==> config.mk <==
export PLATFORM = sky130hd
export DESIGN_NAME = cadd_pipe
export DESIGN_NICKNAME = d
export VERILOG_FILES = /design/src/rtl/cadd_pipe.sv
export SDC_FILE = /design/constraint.sdc
export NUM_CORES = 1
export LEC_CHECK = 0
export BUFFER_PORTS_ARGS = -buffer_cell sky130_fd_sc_hd__buf_4
export CAP_MARGIN = 0
export CORE_MARGIN = 1.5
export CORE_UTILIZATION = 29
export CTS_CLUSTER_SIZE = 10
export DETAILED_ROUTE_END_ITERATION = 7
export HOLD_SLACK_MARGIN = 0.02
export REMOVE_ABC_BUFFERS = 1
export SYNTH_ARGS = -nofsm -noshare
export SYNTH_HDL_FRONTEND = slang
export SYNTH_SLANG_ARGS = --single-unit
==> constraint.sdc <==
create_clock -name clock -period 4.5 [get_ports clock]
set_input_delay 0.9 -clock clock [delete_from_list [all_inputs] [get_ports clock]]
set_output_delay 0.9 -clock clock [all_outputs]
set_load 0.02 [all_outputs]
==> src/rtl/cadd_pipe.sv <==
// Two-stage complex adder/subtractor with optional round-half-up halving,
// per-component saturation and a saturating count of clamped output beats.
module cadd_pipe #(
  parameter int unsigned DW = 16,
  parameter int unsigned CW = 16
) (
  input  logic                 clock,
  input  logic                 reset_n,
  input  logic                 in_valid,
  output logic                 in_ready,
  input  logic signed [DW-1:0] a_r,
  input  logic signed [DW-1:0] a_i,
  input  logic signed [DW-1:0] b_r,
  input  logic signed [DW-1:0] b_i,
  input  logic                 op_sub,
  input  logic                 scale,
  output logic                 out_valid,
  input  logic                 out_ready,
  output logic signed [DW-1:0] out_r,
  output logic signed [DW-1:0] out_i,
  output logic                 sat_r,
  output logic                 sat_i,
  input  logic                 clr_cnt,
  output logic [CW-1:0]        sat_cnt
);

  localparam int unsigned EW = DW + 2;
  localparam logic signed [EW-1:0] SMAX = {3'b000, {(DW-1){1'b1}}};
  localparam logic signed [EW-1:0] SMIN = {3'b111, {(DW-1){1'b0}}};

  // One component: returns {sat, result}. Two guard bits keep sum and sum+1 exact.
  function automatic logic [DW:0] comp_calc(input logic signed [DW-1:0] a,
                                            input logic signed [DW-1:0] b,
                                            input logic sub,
                                            input logic scl);
    logic signed [EW-1:0] ea;
    logic signed [EW-1:0] eb;
    logic signed [EW-1:0] sum;
    logic signed [EW-1:0] rnd;
    logic signed [EW-1:0] val;
    logic [DW:0]          res;
    ea  = signed'({{2{a[DW-1]}}, a});
    eb  = signed'({{2{b[DW-1]}}, b});
    sum = sub ? (ea - eb) : (ea + eb);
    rnd = sum + EW'(1);
    val = scl ? (rnd >>> 1) : sum;
    if (val > SMAX) begin
      res = {1'b1, SMAX[DW-1:0]};
    end else if (val < SMIN) begin
      res = {1'b1, SMIN[DW-1:0]};
    end else begin
      res = {1'b0, val[DW-1:0]};
    end
    return res;
  endfunction

  logic                 s1_valid_q;
  logic signed [DW-1:0] s1_ar_q, s1_ai_q, s1_br_q, s1_bi_q;
  logic                 s1_sub_q, s1_scl_q;
  logic                 s2_valid_q;
  logic signed [DW-1:0] s2_r_q, s2_i_q;
  logic                 s2_satr_q, s2_sati_q;
  logic [CW-1:0]        cnt_q, cnt_d;
  logic [DW:0]          res_r, res_i;
  logic                 adv1, adv2;

  assign adv2     = !s2_valid_q || out_ready;
  assign adv1     = !s1_valid_q || adv2;
  assign in_ready = adv1;

  assign res_r = comp_calc(s1_ar_q, s1_br_q, s1_sub_q, s1_scl_q);
  assign res_i = comp_calc(s1_ai_q, s1_bi_q, s1_sub_q, s1_scl_q);

  // S1: operand and mode capture
  always_ff @(posedge clock or negedge reset_n) begin
    if (!reset_n) begin
      s1_valid_q <= 1'b0;
      s1_ar_q    <= '0;
      s1_ai_q    <= '0;
      s1_br_q    <= '0;
      s1_bi_q    <= '0;
      s1_sub_q   <= 1'b0;
      s1_scl_q   <= 1'b0;
    end else if (adv1) begin
      s1_valid_q <= in_valid;
      s1_ar_q    <= a_r;
      s1_ai_q    <= a_i;
      s1_br_q    <= b_r;
      s1_bi_q    <= b_i;
      s1_sub_q   <= op_sub;
      s1_scl_q   <= scale;
    end
  end

  // S2: saturated result and flags
  always_ff @(posedge clock or negedge reset_n) begin
    if (!reset_n) begin
      s2_valid_q <= 1'b0;
      s2_r_q     <= '0;
      s2_i_q     <= '0;
      s2_satr_q  <= 1'b0;
      s2_sati_q  <= 1'b0;
    end else if (adv2) begin
      s2_valid_q <= s1_valid_q;
      s2_r_q     <= res_r[DW-1:0];
      s2_i_q     <= res_i[DW-1:0];
      s2_satr_q  <= res_r[DW];
      s2_sati_q  <= res_i[DW];
    end
  end

  // Clear wins over increment; counter sticks at all-ones.
  always_comb begin
    cnt_d = cnt_q;
    if (clr_cnt) begin
      cnt_d = '0;
    end else if (s2_valid_q && out_ready && (s2_satr_q || s2_sati_q) &&
                 (cnt_q != {CW{1'b1}})) begin
      cnt_d = cnt_q + CW'(1);
    end
  end

  always_ff @(posedge clock or negedge reset_n) begin
    if (!reset_n) begin
      cnt_q <= '0;
    end else begin
      cnt_q <= cnt_d;
    end
  end

  assign out_valid = s2_valid_q;
  assign out_r     = s2_r_q;
  assign out_i     = s2_i_q;
  assign sat_r     = s2_satr_q;
  assign sat_i     = s2_sati_q;
  assign sat_cnt   = cnt_q;

endmodule
Word-level counts from Yosys, hierarchy flattened. Index checks and enable logic that the tools add are counted.

Add/subtract/negate cells: 7. Reduce and logical (&&, ||, !) cells: 9. Order comparisons: 4. Eq/ne operators: 1. Multiplexer cells: 10.

Operators with widths (number): 2-to-1 mux 18 bit (4); 2-to-1 mux 17 bit (4); adder 18 x 2 -> 18 bit, second input constant (2); > comparator 18 x 16 -> 1 bit, second input constant (2); less-than comparator 18 x 16 -> 1 bit, second input constant (2); adder 16 x 16 -> 17 bit (2); subtractor 16 x 16 -> 17 bit (2); 2-to-1 mux 16 bit (2); adder 16 x 1 -> 16 bit, second input constant (1); inequality test 16 bit, second input constant (1); logical AND 1 bit (3); logical OR 1 bit (3); logical NOT 1 bit (2); nonzero test 2 bit (1).

Register bits: 118.

Depth between registers and ports, before layout.
Word-level depth: 7. Depth in mapped cells: 20. Mapped depth without buffers: 19.

Least setup slack after synthesis. No wires, ideal clock.

Kind: register to register. From: register s1_sub_q. To: register s2_r_q[4], in the netlist out_r[4]. Slack: 0.257 ns. Period minus slack after synthesis: 4.243 ns. Cell stages (with the launch flop): 16. Data arrival time: 4.118 ns. Required time: 4.375 ns. Path through: dfrtp_1 > clkbuf_1 > clkbuf_1 > mux2_2 > fa_1 > nand2b_1 > a211o_1 > o21a_1 > a221o_1 > nor3_4 > nand4_1 > or4b_1 > a21oi_2 > or2_2 > buf_4 > o21ai_1.

Word-level cells in the longest chain between the ends: 6.

Ends and longest elaborated chain: start, declared (line 59) `logic s1_sub_q, s1_scl_q;`; start signal, assigned (line 90) `s1_sub_q <= op_sub;`; 2-to-1 mux 18 bit (*) (line 44) `sum = sub ? (ea - eb) : (ea + eb);`; adder 18 x 2 -> 18 bit (line 45) `rnd = sum + EW'(1);`; 2-to-1 mux 18 bit (*) (line 46) `val = scl ? (rnd >>> 1) : sum;`; less-than comparator 18 x 16 -> 1 bit (line 49) `end else if (val < SMIN) begin`; 2-to-1 mux 17 bit (line 49); 2-to-1 mux 17 bit (*) (line 47) `if (val > SMAX) begin`; end signal, assigned (line 105) `s2_r_q <= res_r[DW-1:0];`; end, declared (line 61) `logic signed [DW-1:0] s2_r_q, s2_i_q;`.

Mark *: on every way between the ends. The rest lies on a longest branch, timed or not. A chain may end at the register's enable or synchronous reset.

Final worst setup path.
From: register s1_br_q[0]. To: register s2_r_q[10], in the netlist out_r[10].

Word-level cells in the longest chain between the ends: 7.

Ends and longest elaborated chain: start, declared (line 58) `logic signed [DW-1:0] s1_ar_q, s1_ai_q, s1_br_q, s1_bi_q;`; start signal, assigned (line 88) `s1_br_q <= b_r;`; adder 16 x 16 -> 17 bit / subtractor 16 x 16 -> 17 bit (equally long branches) (line 44); 2-to-1 mux 18 bit (*) (line 44); adder 18 x 2 -> 18 bit (line 45); 2-to-1 mux 18 bit (*) (line 46); less-than comparator 18 x 16 -> 1 bit (line 49); 2-to-1 mux 17 bit (line 49); 2-to-1 mux 17 bit (*) (line 47).

Marks and branches as above.

==> summary by stage <==
Finish
The net count of the finished layout is 1152. The most common cell after layout, fill and taps aside is sky130_fd_sc_hd__buf_4. In the layout the commonest cells are sky130_fd_sc_hd__buf_4 (168), sky130_fd_sc_hd__dfrtp_1 (117), sky130_fd_sc_hd__nor2_1 (85). Of the cells placed in the final design, the portion with a size suffix greater than 1 is 27.1%. The area growth from synthesis to layout is 28.3%. 0 antenna diodes ended up in the layout.

Setup path
The type of the worst setup path is reg2reg. The slack of the worst reg-to-reg path is 200 ps. STA classifies the critical path endpoint as a flop. The data required time at the worst endpoint is about 4800 ps. The endpoint of the worst-slack reg-to-reg timing path is out_r[10]. STA classifies the critical path startpoint as a flop. The depth of the most critical reg-to-reg path is 17. Along the worst path, the maximum fanout reaches 6.

The signal arrival time at the worst endpoint is 4590 ps. The reg-to-reg critical path startpoint is s1_br_q[0].

Place
During placement, the flow inserted port buffers numbering 122. The detailed placement HPWL is approximately 16000 µm. At the end of routability-driven placement, the weighted congestion stood at 0.861.

GRT
The total global routing overflow is 0. The number of antenna violations at the first check in global routing is 0. The first-pass GRT wire length is about 34000 µm. The total routing usage reported by global routing is approximately 15%. Entering global routing, the biggest net connects 80 pins. The number of global-route vias before repair is between 6000 and 7000.

Synth
Synthesis inferred 118 register bits. A synthesized cell averages 9.04 µm². The synthesized design contains 0 enable-type register cells.

The distinct cell type count after synthesis is 73. The async set-or-reset flop fraction in the synthesized netlist is 100%. In the synthesized netlist the dominant register cell turns out to be sky130_fd_sc_hd__dfrtp_1.

Summing every instance area after synthesis gives 8080 µm². Sequential elements use 36.5% of the synthesized area. The gate count of the mapped netlist is 894. The total of warnings raised by yosys is 0.

Timing
The final number of hold-violating endpoints is 0. Adding up every negative setup slack in the final design gives 0 ps. The routed design could run at a clock period as short as 4300 ps. After layout, the worst path uses 95.5% of the clock period. The worst max-slew margin expressed relative to the limit is 38.2%. The max-slew violation total from the final report was 0. The setup clock skew after layout is between 9 and 10 ps.

The setup-violating endpoint count in the final report is 0. At the pin with the least slew margin, the transition time is around 900 ps. The maximum clock rate is 233 MHz.

Die
The effective utilization at floorplan is 29.7%. The area enclosed by the die boundary is ~29000 µm². The floorplan step set the die height to roughly 170 µm. The die is 170 µm wide. The floorplan row count is 60. 123 I/O pins were placed.

The core box area is ~27000 µm².

Worst hold path
The sink of the worst hold path is out_r[7]. The worst hold path begins at out_r[7]. Counting instances, the worst hold path has a depth of 2. The path class of the tightest hold or removal check is reg2reg.

Outcome
The run finished with clean final reports.

Clock tree
The clock slew seen by the registers of the worst setup and hold paths is 60 ps. The clock sink total is between 100 and 150. The depth of the CTS H-tree is 4. Clock latency on the worst-skew pair, taken at its later pin, is 420 ps. In this run, CTS created clock tree buffers numbering 17. The root buffer cell is sky130_fd_sc_hd__clkbuf_16.

In this run the deepest clock path goes through 2 buffers. TritonCTS built the clock tree. For this design, the CTS-stage hold fixing added 0 buffers.

Flow run
The tool flagged a number of max-cap violations equal to 0.

Power and ir drop
In this run the static leakage power is 0.00451 µW. The power density of the placed cells is ~550 nW/µm². The total chip power is 5680 µW. The peak supply drop is approximately 260 µV.

Route
The antenna violation net count after detailed routing is 0. The length of the first detailed-routing pass in iterations is 5. The routed layout has about 7000 vias.

The DRC violation count after routing is 0. The ratio of routed vias to standard cells is 4.94. The total detailed-routing wirelength is 21300 µm.

In the final routed layout, each cell accounts on average for 15.0 µm. In this run, the number of DRC markers left after iteration 0 of detailed routing was 437.
[worst max-delay path, cell delays in order (launching register included)]
cell and delay [ps]:
sky130_fd_sc_hd__dfrtp_1 410, sky130_fd_sc_hd__inv_1 90, sky130_fd_sc_hd__ha_1 230, sky130_fd_sc_hd__and3_2 210, sky130_fd_sc_hd__and2_1 190, sky130_fd_sc_hd__a21oi_1 170, sky130_fd_sc_hd__xnor2_1 160, sky130_fd_sc_hd__ha_2 350
sky130_fd_sc_hd__a21oi_2 170, sky130_fd_sc_hd__nand3_1 120, sky130_fd_sc_hd__a32oi_1 230, sky130_fd_sc_hd__o41ai_1 100, sky130_fd_sc_hd__a211oi_1 310, sky130_fd_sc_hd__nand4_1 280, sky130_fd_sc_hd__or4b_4 560, sky130_fd_sc_hd__a21oi_4 210
sky130_fd_sc_hd__o21bai_1 100, sky130_fd_sc_hd__mux2_2 260
[cells by family after synthesis]
kind of cell             count (synthesis)  share of synthesized area [%]
AO/OA/AOI/OAI                          224                           18.1
multiplexers                            69                           9.43
buffers and inverters                   68                           3.28
AND/OR/NAND/NOR                        302                           18.1
flip-flops                             118                           36.5
XOR/XNOR                                74                           8.30
adder cells (fa/ha/maj)                 39                           6.23
[metrics by stage]
stage	worst slack (ps)	instance area, µm²	hold slack (ps)	std cells	utilization (%)
after floorplan	-141	7920	435	855	-
after detailed placement	41.3	9610	474	1389	35.4
final	205	10400	476	1425	38.1
after CTS	18.4	10200	485	1419	37.6
after global placement	119	9610	468	1389	35.4
after global routing	-78.5	10400	512	1425	38.1
[how the worst max path moves through the flow]
stage / start / endpoint / slack (ps) / depth (start not counted)
final: s1_br_q[0] / out_r[10] / 200 / 17
after global routing: s1_br_q[0] / out_r[13] / -80 / 17
after CTS: s1_br_q[0] / out_r[11] / 20 / 17
after detailed placement: s1_br_q[0] / out_r[11] / 40 / 17
after global placement: s1_bi_q[0] / out_i[12] / 120 / 20
after floorplan: out_ready / in_ready / -140 / 2
[Yosys cell counts, drive strengths merged (4+ instances only)]
master  number  area, µm²
nor2b        6       37.5
dfrtp      118       2950
ha          37        463
a21o        14        105
nand2b      12       75.1
nand2       83        312
a21oi       58        294
inv         29        109
o211ai       7       52.6
and2         7       43.8
and3        10       62.6
o21ai       56        280
and4         5       43.8
a211oi      10       75.1
o41ai        5       43.8
a31oi        9       56.3
a211o        4       35.0
or3          5       31.3
xnor2       50        445
nor2        85        319
a311oi       5       43.8
nor4         5       31.3
o21a         7       52.6
xor2        24        225
buf         14       62.6
nor3        24        131
mux2        57        642
mux2i       12        120
nand4       15       93.8
o31ai        5       37.5
a22o        10       87.6
nand3       29        145
clkbuf      25       93.8
[where the power goes]
part	internal, µW	switching (µW)	leakage, µW
sequential	1280	172	0.00142
combinational	1230	1590	0.00280
clock	919	485	0.000297
total	3430	2250	0.00451
[sequential cells by signal, summed over array words and instances (netlist names), 16 cells and up]
| register | count |
|---|---|
| sat_cnt | 16 |
| s1_ar_q | 16 |
| s1_bi_q | 16 |
| out_i | 16 |
| out_r | 16 |
| s1_ai_q | 16 |
| s1_br_q | 16 |
[area by class of cell]
class | instances | area, µm²
Fill cell | 2789 | 16800
Multi-Input combinational cell | 708 | 4970
Sequential cell | 118 | 2950
Timing Repair Buffer | 168 | 1260
Clock buffer | 21 | 480
Tap cell | 372 | 465
Clock inverter | 9 | 125
Inverter | 29 | 109
[layer usage]
layer	vias to the layer above	GRT usage [%]	wire (µm)
met5	-	0	0
met3	28	2.86	974
li1	3542	-	-
met1	3328	21.5	10900
met2	145	22.2	9160
met4	0	5.43	363
[repair_timing]
item / in CTS / in global routing
setup endpoints to repair: 0 / 33
gates resized for setup: 0 / 26
buffers inserted: 0 / 6
Power figures use the tool's default switching activity.
